`config.mk`:
```
export PLATFORM = sky130hd
export DESIGN_NAME = cla_mp_seq_flat
export DESIGN_NICKNAME = d
export VERILOG_FILES = /design/src/rtl/cla_mp_seq_pkg.sv /design/src/rtl/cla_mp_seq_if.sv /design/src/rtl/cla_mp_seq_cla.sv /design/src/rtl/cla_mp_seq.sv /design/src/flat_wrapper.sv
export SDC_FILE = /design/constraint.sdc
export NUM_CORES = 1
export LEC_CHECK = 0
export ABC_AREA = 1
export ABC_CLOCK_PERIOD_IN_PS = 3300
export CAP_MARGIN = 20
export CORE_ASPECT_RATIO = 2
export CORE_MARGIN = 5
export CORE_UTILIZATION = 51
export DETAILED_ROUTE_END_ITERATION = 7
export GPL_ROUTABILITY_DRIVEN = 0
export PLACE_DENSITY = 0.8
export SYNTH_ARGS = -nofsm -noshare
export SYNTH_HDL_FRONTEND = slang
export SYNTH_SLANG_ARGS = --single-unit
```
`constraint.sdc`:
```
create_clock -name clk -period 3.3 [get_ports clk]
set_input_delay 0.495 -clock clk [delete_from_list [all_inputs] [get_ports clk]]
set_output_delay 0.495 -clock clk [all_outputs]
set_load 0.1 [all_outputs]
```
`src/rtl/cla_mp_seq_pkg.sv`:
```
// rtl/cla_mp_seq_pkg.sv - shared constants and state encoding for the multi-precision add/sub sequencer
package cla_mp_seq_pkg;

  localparam int SLICE_W = 16;

  typedef enum logic [1:0] {
    ST_IDLE = 2'd0,
    ST_RUN  = 2'd1,
    ST_DONE = 2'd2
  } state_t;

endpackage

```
`src/rtl/cla_mp_seq_if.sv`:
```
// rtl/cla_mp_seq_if.sv - producer/consumer handshake bundle for cla_mp_seq
interface cla_mp_seq_if #(parameter int WORDS = 4);
  import cla_mp_seq_pkg::*;

  localparam int N = SLICE_W * WORDS;

  logic         in_valid;
  logic         in_ready;
  logic         in_sub;
  logic [N-1:0] in_a;
  logic [N-1:0] in_b;
  logic         out_valid;
  logic         out_ready;
  logic [N-1:0] out_sum;
  logic         out_co;
  logic         out_ovf;

  modport master (
    output in_valid, in_sub, in_a, in_b, out_ready,
    input  in_ready, out_valid, out_sum, out_co, out_ovf
  );

  modport slave (
    input  in_valid, in_sub, in_a, in_b, out_ready,
    output in_ready, out_valid, out_sum, out_co, out_ovf
  );

endinterface

```
`src/rtl/cla_mp_seq_cla.sv`:
```
// rtl/cla_mp_seq_cla.sv - 16-bit two-level carry-lookahead adder (4-bit groups)
module cla_mp_seq_cla (
  input  logic [15:0] a,
  input  logic [15:0] b,
  input  logic        ci,
  output logic [15:0] s,
  output logic        co
);

  logic [15:0] g;
  logic [15:0] p;
  logic [3:0]  gg;
  logic [3:0]  gp;
  logic [4:0]  gc;
  logic [15:0] c;

  assign g = a & b;
  assign p = a ^ b;

  always_comb begin
    gg = '0;
    gp = '0;
    for (int k = 0; k < 4; k++) begin
      gp[k] = &p[4*k +: 4];
      gg[k] = g[4*k+3]
            | (p[4*k+3] & g[4*k+2])
            | (p[4*k+3] & p[4*k+2] & g[4*k+1])
            | (p[4*k+3] & p[4*k+2] & p[4*k+1] & g[4*k]);
    end
  end

  // Group carries resolved in closed form so no carry waits on another group's ripple
  always_comb begin
    gc    = '0;
    gc[0] = ci;
    gc[1] = gg[0] | (gp[0] & ci);
    gc[2] = gg[1] | (gp[1] & gg[0]) | (gp[1] & gp[0] & ci);
    gc[3] = gg[2] | (gp[2] & gg[1]) | (gp[2] & gp[1] & gg[0]) | (gp[2] & gp[1] & gp[0] & ci);
    gc[4] = gg[3] | (gp[3] & gg[2]) | (gp[3] & gp[2] & gg[1]) | (gp[3] & gp[2] & gp[1] & gg[0])
          | (gp[3] & gp[2] & gp[1] & gp[0] & ci);
  end

  always_comb begin
    c = '0;
    for (int k = 0; k < 4; k++) begin
      c[4*k]   = gc[k];
      c[4*k+1] = g[4*k] | (p[4*k] & gc[k]);
      c[4*k+2] = g[4*k+1] | (p[4*k+1] & g[4*k]) | (p[4*k+1] & p[4*k] & gc[k]);
      c[4*k+3] = g[4*k+2] | (p[4*k+2] & g[4*k+1]) | (p[4*k+2] & p[4*k+1] & g[4*k])
               | (p[4*k+2] & p[4*k+1] & p[4*k] & gc[k]);
    end
  end

  assign s  = p ^ c;
  assign co = gc[4];

endmodule

```
`src/rtl/cla_mp_seq.sv`:
```
// rtl/cla_mp_seq.sv - multi-precision add/sub sequencer, one 16-bit CLA slice per cycle, LSW first
module cla_mp_seq
  import cla_mp_seq_pkg::*;
#(
  parameter int WORDS = 4
) (
  input  logic           clk,
  input  logic           rst_n,
  cla_mp_seq_if.slave    bus
);

  localparam int N     = SLICE_W * WORDS;
  localparam int IDX_W = (WORDS > 1) ? $clog2(WORDS) : 1;

  state_t             state;
  state_t             state_nxt;
  logic [N-1:0]       a_q;
  logic [N-1:0]       b_q;
  logic [IDX_W-1:0]   idx;
  logic               carry;
  logic               last;
  logic [SLICE_W-1:0] sl_a;
  logic [SLICE_W-1:0] sl_b;
  logic [SLICE_W-1:0] sl_s;
  logic               sl_co;

  assign last = (idx == IDX_W'(WORDS - 1));
  assign sl_a = a_q[idx*SLICE_W +: SLICE_W];
  assign sl_b = b_q[idx*SLICE_W +: SLICE_W];

  cla_mp_seq_cla u_cla (
    .a  (sl_a),
    .b  (sl_b),
    .ci (carry),
    .s  (sl_s),
    .co (sl_co)
  );

  always_ff @(posedge clk) begin
    if (!rst_n) state <= ST_IDLE;
    else        state <= state_nxt;
  end

  // Unused encoding 2'd3 falls into the default arm and behaves as IDLE
  always_comb begin
    state_nxt     = state;
    bus.in_ready  = 1'b0;
    bus.out_valid = 1'b0;
    case (state)
      ST_RUN: begin
        if (last) state_nxt = ST_DONE;
      end
      ST_DONE: begin
        bus.out_valid = 1'b1;
        if (bus.out_ready) state_nxt = ST_IDLE;
      end
      default: begin
        bus.in_ready = 1'b1;
        if (bus.in_valid) state_nxt = ST_RUN;
      end
    endcase
  end

  always_ff @(posedge clk) begin
    if (!rst_n) begin
      a_q         <= '0;
      b_q         <= '0;
      idx         <= '0;
      carry       <= 1'b0;
      bus.out_sum <= '0;
      bus.out_co  <= 1'b0;
      bus.out_ovf <= 1'b0;
    end else if (bus.in_ready && bus.in_valid) begin
      // Subtraction becomes a + ~b + 1 with the +1 entering as the first slice carry
      a_q   <= bus.in_a;
      b_q   <= bus.in_sub ? ~bus.in_b : bus.in_b;
      idx   <= '0;
      carry <= bus.in_sub;
    end else if (state == ST_RUN) begin
      bus.out_sum[idx*SLICE_W +: SLICE_W] <= sl_s;
      carry <= sl_co;
      if (last) begin
        idx         <= '0;
        bus.out_co  <= sl_co;
        bus.out_ovf <= (a_q[N-1] == b_q[N-1]) && (sl_s[SLICE_W-1] != a_q[N-1]);
      end else begin
        idx <= idx + 1'b1;
      end
    end
  end

endmodule

```
`src/flat_wrapper.sv`:
```
// flat-port wrapper written by rule: the top's interface ports become plain ports
module cla_mp_seq_flat import cla_mp_seq_pkg::*;
#(
  parameter int WORDS = 4
)
  (clk, rst_n, bus_in_valid, bus_in_sub, bus_in_a, bus_in_b, bus_out_ready, bus_in_ready, bus_out_valid, bus_out_sum, bus_out_co, bus_out_ovf);
  cla_mp_seq_if #(.WORDS(WORDS)) bus_i ();
  input  logic clk;
  input  logic rst_n;
  input wire logic [$bits(bus_i.in_valid)-1:0] bus_in_valid;
  input wire logic [$bits(bus_i.in_sub)-1:0] bus_in_sub;
  input wire logic [$bits(bus_i.in_a)-1:0] bus_in_a;
  input wire logic [$bits(bus_i.in_b)-1:0] bus_in_b;
  input wire logic [$bits(bus_i.out_ready)-1:0] bus_out_ready;
  output wire logic [$bits(bus_i.in_ready)-1:0] bus_in_ready;
  output wire logic [$bits(bus_i.out_valid)-1:0] bus_out_valid;
  output wire logic [$bits(bus_i.out_sum)-1:0] bus_out_sum;
  output wire logic [$bits(bus_i.out_co)-1:0] bus_out_co;
  output wire logic [$bits(bus_i.out_ovf)-1:0] bus_out_ovf;
  assign bus_i.in_valid = bus_in_valid;
  assign bus_i.in_sub = bus_in_sub;
  assign bus_i.in_a = bus_in_a;
  assign bus_i.in_b = bus_in_b;
  assign bus_i.out_ready = bus_out_ready;
  assign bus_in_ready = bus_i.in_ready;
  assign bus_out_valid = bus_i.out_valid;
  assign bus_out_sum = bus_i.out_sum;
  assign bus_out_co = bus_i.out_co;
  assign bus_out_ovf = bus_i.out_ovf;
  cla_mp_seq #(.WORDS(WORDS)) u_core (.clk(clk), .rst_n(rst_n), .bus(bus_i));
endmodule
```
# Word level (Yosys, flattened, before mapping)
# Index checks and enable logic that the tools add are counted.
# Widths: inputs -> output; s select.
[op_classes] shifts=4 add_sub_neg=2 eq_ne=7 n_reduce_logical=13 mux=11 bitwise_logic=124
[ops] op="$shiftx 64x7->16" count=2
[ops] op="$and 1x1->1" count=72
[ops] op="$bwmux 64" count=1
[ops] op="$mux 64" count=1
[ops] op="$not 64->64" count=1
[ops] op="$shift 16x34->64 const A" count=1
[ops] op="$shiftx 16x34->64" count=1
[ops] op="$or 1x1->1" count=46
[ops] op="$neg 6->34" count=1
[ops] op="$xor 16x16->16" count=2
[ops] op="$and 16x16->16" count=1
[ops] op="$reduce_and 4->1" count=4
[ops] op="$mux 2" count=4
[ops] op="$reduce_and 3->1" count=2
[ops] op="$eq 2x2->1 const B" count=2
[ops] op="$mux 1" count=4
[ops] op="$pmux 2 s2" count=1
[ops] op="$reduce_or 2->1" count=2
[ops] op="$reduce_bool 3->1" count=1
[ops] op="$add 2x1->2 const B" count=1
[ops] op="$eq 2x1->1 const B" count=1
[ops] op="$logic_and 1x1->1" count=2
[ops] op="$ne 2x1->1 const B" count=1
[ops] op="$ne 2x2->1 const B" count=1
[ops] op="other kinds (5)" count=6
[word_totals] ff_bits=199 inputBits=133 output_inout_bits=68

# Logic depth before layout (Yosys ltp)
[depth] word_depth=15 mapped_depth=18

# Modules after synthesis
# Synthesis repeated with hierarchy kept, for this count alone.
[hier_totals] hier_cells=1287 area_unflattened_um2=9399.0
[by_module_without_submodules] module="cla_mp_seq" area_each_um2=8605.8 cells_per_inst=1162 seq_area_each_um2=3983.8 n_inst=1
[by_module_without_submodules] module="cla_mp_seq_cla" area_each_um2=793.3 cells_per_inst=125 seq_area_each_um2=0.0 n_inst=1

# Worst setup path before layout
# Ideal clock, no wire load.
[synth_path] path_type="register -> register" start="register u_core.idx[0]" end="register u_core.bus.out_sum[29]" t_arrival_ns=2.972 stages_incl_launch_ff=17 required_time_ns=3.230 slack_ns=0.257 n_path_buf=2 setup_ns=0.070 path_cell_list="dfxtp_1 -> clkinv_1 -> clkbuf_1 -> clkbuf_1 -> nor2_1 -> o22ai_1 -> ha_1 -> or2_4 -> nand3b_4 -> nand2_4 -> nand2_1 -> nand2_2 -> fa_1 -> xnor2_1 -> nor3_1 -> nand2_1 -> a21oi_1"
[synth_via] elab_chain_cells=15
[synth_lines] element="start: declaration" line="cla_mp_seq.sv:19" text="logic [IDX_W-1:0] idx;"
[synth_lines] element="start signal: assignment" line="cla_mp_seq.sv:87" text="idx <= idx + 1'b1;"
[synth_lines] element="$shiftx 64x7->16 (on tied branches)" line="cla_mp_seq.sv:28, cla_mp_seq.sv:29"
[synth_lines] element="$xor 16x16->16 or $and 16x16->16 (tied branches)" line="cla_mp_seq_cla.sv:18, cla_mp_seq_cla.sv:17"
[synth_lines] element="$and 1x1->1 (on tied branches)" line="cla_mp_seq_cla.sv:26, cla_mp_seq_cla.sv:27, cla_mp_seq_cla.sv:28"
[synth_lines] element="$or 1x1->1 (tied with other cells)" line="cla_mp_seq_cla.sv:26" text="| (p[4*k+3] & g[4*k+2])"
[synth_lines] element="$or 1x1->1 or $and 1x1->1 (tied branches)" line="cla_mp_seq_cla.sv:27, cla_mp_seq_cla.sv:28"
[synth_lines] element="$or 1x1->1" line="cla_mp_seq_cla.sv:28" text="| (p[4*k+3] & p[4*k+2] & p[4*k+1] & g[4*k]);"
[synth_lines] element="$and 1x1->1" line="cla_mp_seq_cla.sv:38" text="gc[3] = gg[2] | (gp[2] & gg[1]) | (gp[2] & gp[1] & gg[0]) | (gp[2] & gp[1] & gp[0] & ci);"
[synth_lines] element="$or 1x1->1 (3 in series)" line="cla_mp_seq_cla.sv:38"
[synth_lines] element="$and 1x1->1 (on tied branches)" line="cla_mp_seq_cla.sv:47, cla_mp_seq_cla.sv:48, cla_mp_seq_cla.sv:50"
[synth_lines] element="$or 1x1->1 (on tied branches)" line="cla_mp_seq_cla.sv:47, cla_mp_seq_cla.sv:48, cla_mp_seq_cla.sv:50"
[synth_lines] element="$xor 16x16->16" line="cla_mp_seq_cla.sv:54" text="assign s = p ^ c;"
[synth_lines] element="$shiftx 16x34->64" line="cla_mp_seq.sv:80" text="bus.out_sum[idx*SLICE_W +: SLICE_W] <= sl_s;"
[synth_lines] element="$bwmux 64 *" line="cla_mp_seq.sv:80"
[synth_lines] element="end signal: indexed assignment" line="cla_mp_seq.sv:80"
[synth_lines] element="end: declaration" line="cla_mp_seq_if.sv:25" text="output in_ready, out_valid, out_sum, out_co, out_ovf"
# Mark *: on every way between the ends. The rest lies on a longest branch, timed or not.
# A chain may end at the register's enable or synchronous reset.

# Worst setup path in the final report
[layout_path] start="register u_core.idx[0]" end="register u_core.bus.out_sum[31]"
# The elaborated chain is that of the path after synthesis.

==> results_dict.tcl <==
set metrics [dict create \
    maxSlewViolCount 0 \
    overflow 0 \
    skew_ns 0.0141 \
    final-setup-viol-count 0 \
    rsz0062_at_grt "no" \
    grt_max_degree 131 \
    grt_pass1_wl_um 43300 \
    ys_ff_latch 199 \
    drcViolationCount 0 \
    post_route_cells_drive_above_1_share 0.0700 \
    finalCritPeriodShare 0.937 \
    post_cts_buffers 0 \
    peakVddDrop_mv 0.367 \
    crit_chain "buf_4 -> o21ai_0 -> o22ai_1 -> ha_1 -> nand2_1 -> inv_1 -> a221oi_1 -> nand3_1 -> nand2_2 -> nand4_1 -> a21oi_1" \
    numCtsBuffers 17 \
    endpoint_kind "register" \
    power.total_w 0.00670 \
    clk_path_buf_depth 2 \
    grtUsageTotal 0.260 \
    initial_core_util 0.516 \
    syn_avg_cell_area_um2 7.51 \
    drt-total-wl_um 28400 \
    post_drt_wl_per_cell_um 17.8 \
    rows 69 \
    critPathSlowestCell "a221oi_1" \
    drtPass1Iterations 5 \
    instances_no_fill 1598 \
    max_stage_delay_ns 0.64 \
    core_area_mm2 0.0178 \
    drtIter0Drc 774 \
    cts_tree "done" \
    cts.reportedPaths.clkPinSlew_ns 0.08 \
    cp.required_ns 3.67 \
    fmax_ghz 0.323 \
    p_leak_nw 4.64 \
    die_x_um 105 \
    power_density_mw_per_mm2 566 \
    crit_path_start_kind "register" \
    portBuffers 200 \
    min_period_ns 3.09 \
    critPathMaxFanout 24 \
    pin_count 201 \
    crit_type "reg -> reg" \
    highest_layer "met4" \
    wl_met1_um 9720 \
    cts_root_buf "clkbuf_16" \
    final_cell_mix "nor2_1 (215), dfxtp_1 (198), o21ai_0 (192)" \
    hold_viol_final 0 \
    synthCells 1223 \
    area_delta_synth_final_pct 28.9 \
    die_h_um 200 \
    drtAntennaViolNets 0 \
    yosys_warnings 0 \
    hp-class "reg -> reg" \
    layout_commonest_cell "nor2_1" \
    vias 8968 \
    insertion_delay_ns 0.44 \
    viasPerCell 5.61 \
    cts_sinks 199 \
    wl_met2_um 15000 \
    n_antenna_cell 0 \
    antenna_found_initial 0 \
    dp_cells 1568 \
    dieArea_mm2 0.0210 \
    dr_wl_met3_um 1590 \
    arrival_ns 3.46 \
    first_global_vias 8426 \
    fin_setup_tns_ns 0 \
    final_nets 1535 \
    h-tree-depth 4 \
    max_slew.worst_pin.slew_ns 0.992 \
    ys_seq_area_frac 0.434 \
    synthDistinctLibCells 36 \
    synthesis.area_mm2 0.00918 \
    synth_nets 1384 \
    place.detailed.hpwl_um 21100 \
    status "complete, no violations" \
    maxCapViolCount 0 \
    max_slew_margin 0.338 \
]
-- state kept, by name, indices dropped and copies added (netlist names) --
name and cells:
u_core.a_q 64, u_core.carry 1, u_core.bus.out_sum 64, u_core.state 2, u_core.idx 2, u_core.bus.out_co 1
u_core.b_q 64, u_core.bus.out_ovf 1
-- cells in the mapped netlist (all sizes together) --
master | n | area (um^2)
nor2 | 215 | 807
dfxtp | 199 | 3980
o21ai | 192 | 961
nand2 | 155 | 607
a21oi | 131 | 656
clkbuf | 69 | 259
xnor2 | 67 | 587
inv | 39 | 146
o22ai | 30 | 188
nand3 | 27 | 135
ha | 24 | 300
buf | 22 | 109
nand4 | 12 | 75.1
a22oi | 8 | 60.1
nor3 | 6 | 30.0
fa | 4 | 80.1
or2 | 4 | 27.5
a2bb2oi | 2 | 17.5
a31oi | 2 | 12.5
a32oi | 2 | 17.5
o21bai | 2 | 15.0
xor2 | 2 | 17.5
a21boi | 1 | 7.51
a21o | 1 | 7.51
a221oi | 1 | 8.76
and2 | 1 | 6.26
and3 | 1 | 6.26
clkinv | 1 | 3.75
nand3b | 1 | 20.0
nor4 | 1 | 21.3
o311a | 1 | 10.0
-- path summary, 6_finish.rpt --
check	startpoint	end	slack [ns]	cells past startpoint
worst max-delay path	u_core.idx[0]	u_core.bus.out_sum[31]	0.21	11
worst min-delay path	u_core.bus.out_sum[15]	u_core.bus.out_sum[15]	0.46	2
worst max register to register	u_core.idx[0]	u_core.bus.out_sum[31]	0.21	11
worst min register to register	u_core.bus.out_sum[15]	u_core.bus.out_sum[15]	0.46	2
-- cells by family (layout without fill, tap and decap cells) --
family / count (synthesis) / after routing / share of synthesized area
AND/OR/NAND/NOR: 423 / 423 / 0.189
AO/OA/AOI/OAI: 373 / 373 / 0.214
flip-flops: 199 / 199 / 0.434
buffers and inverters: 131 / 293 / 0.0564
XOR/XNOR: 69 / 69 / 0.0658
adder cells (fa/ha/maj): 28 / 28 / 0.0414
-- power by group --
group | internal, W | leakage, nW | switching, W
Sequential | 0.00261 | 1.64 | 0.000144
Clock | 0.00101 | 0.270 | 0.000972
Combinational | 0.000691 | 2.73 | 0.00127
-- layer usage --
layer,up-vias,track usage
met2,395,0.481
met3,114,0.0380
met4,0,0.183
met1,4063,0.264
met5,-,0
li1,4396,-
-- final cells by class --
type | count | area (um^2)
Tap cell | 213 | 267
Sequential cell | 199 | 3990
Fill cell | 1526 | 5950
Clock buffer | 18 | 439
Inverter | 40 | 153
Clock inverter | 12 | 114
Timing Repair Buffer | 223 | 2180
Multi-Input combinational cell | 893 | 4690
-- critical path, delay by kind of cell (launching register included) --
| family | cells | cell delay, ns |
|---|---|---|
| flops | 1 | 0.38 |
| compound gates | 4 | 1.31 |
| fa+ha+maj | 1 | 0.38 |
| simple gates | 4 | 0.63 |
| buf+inv | 2 | 0.31 |
-- stage by stage --
step	worst slack [ns]	util	hold WS (ns)	instance area (um^2)
finish	0.207	0.665	0.465	11800
global route	0.0489	0.665	0.481	11800
CTS	0.239	0.664	0.467	11800
detailed placement	0.268	0.633	0.456	11300
global placement	0.375	0.632	0.451	11200
floorplan	0.257	-	0.450	9180
-- what timing repair did --
item,CTS,global route
endpoints found under the setup margin,0,2
hold buffers,0,0
gates resized for setup,0,3
(Power assumes the default switching activity.)
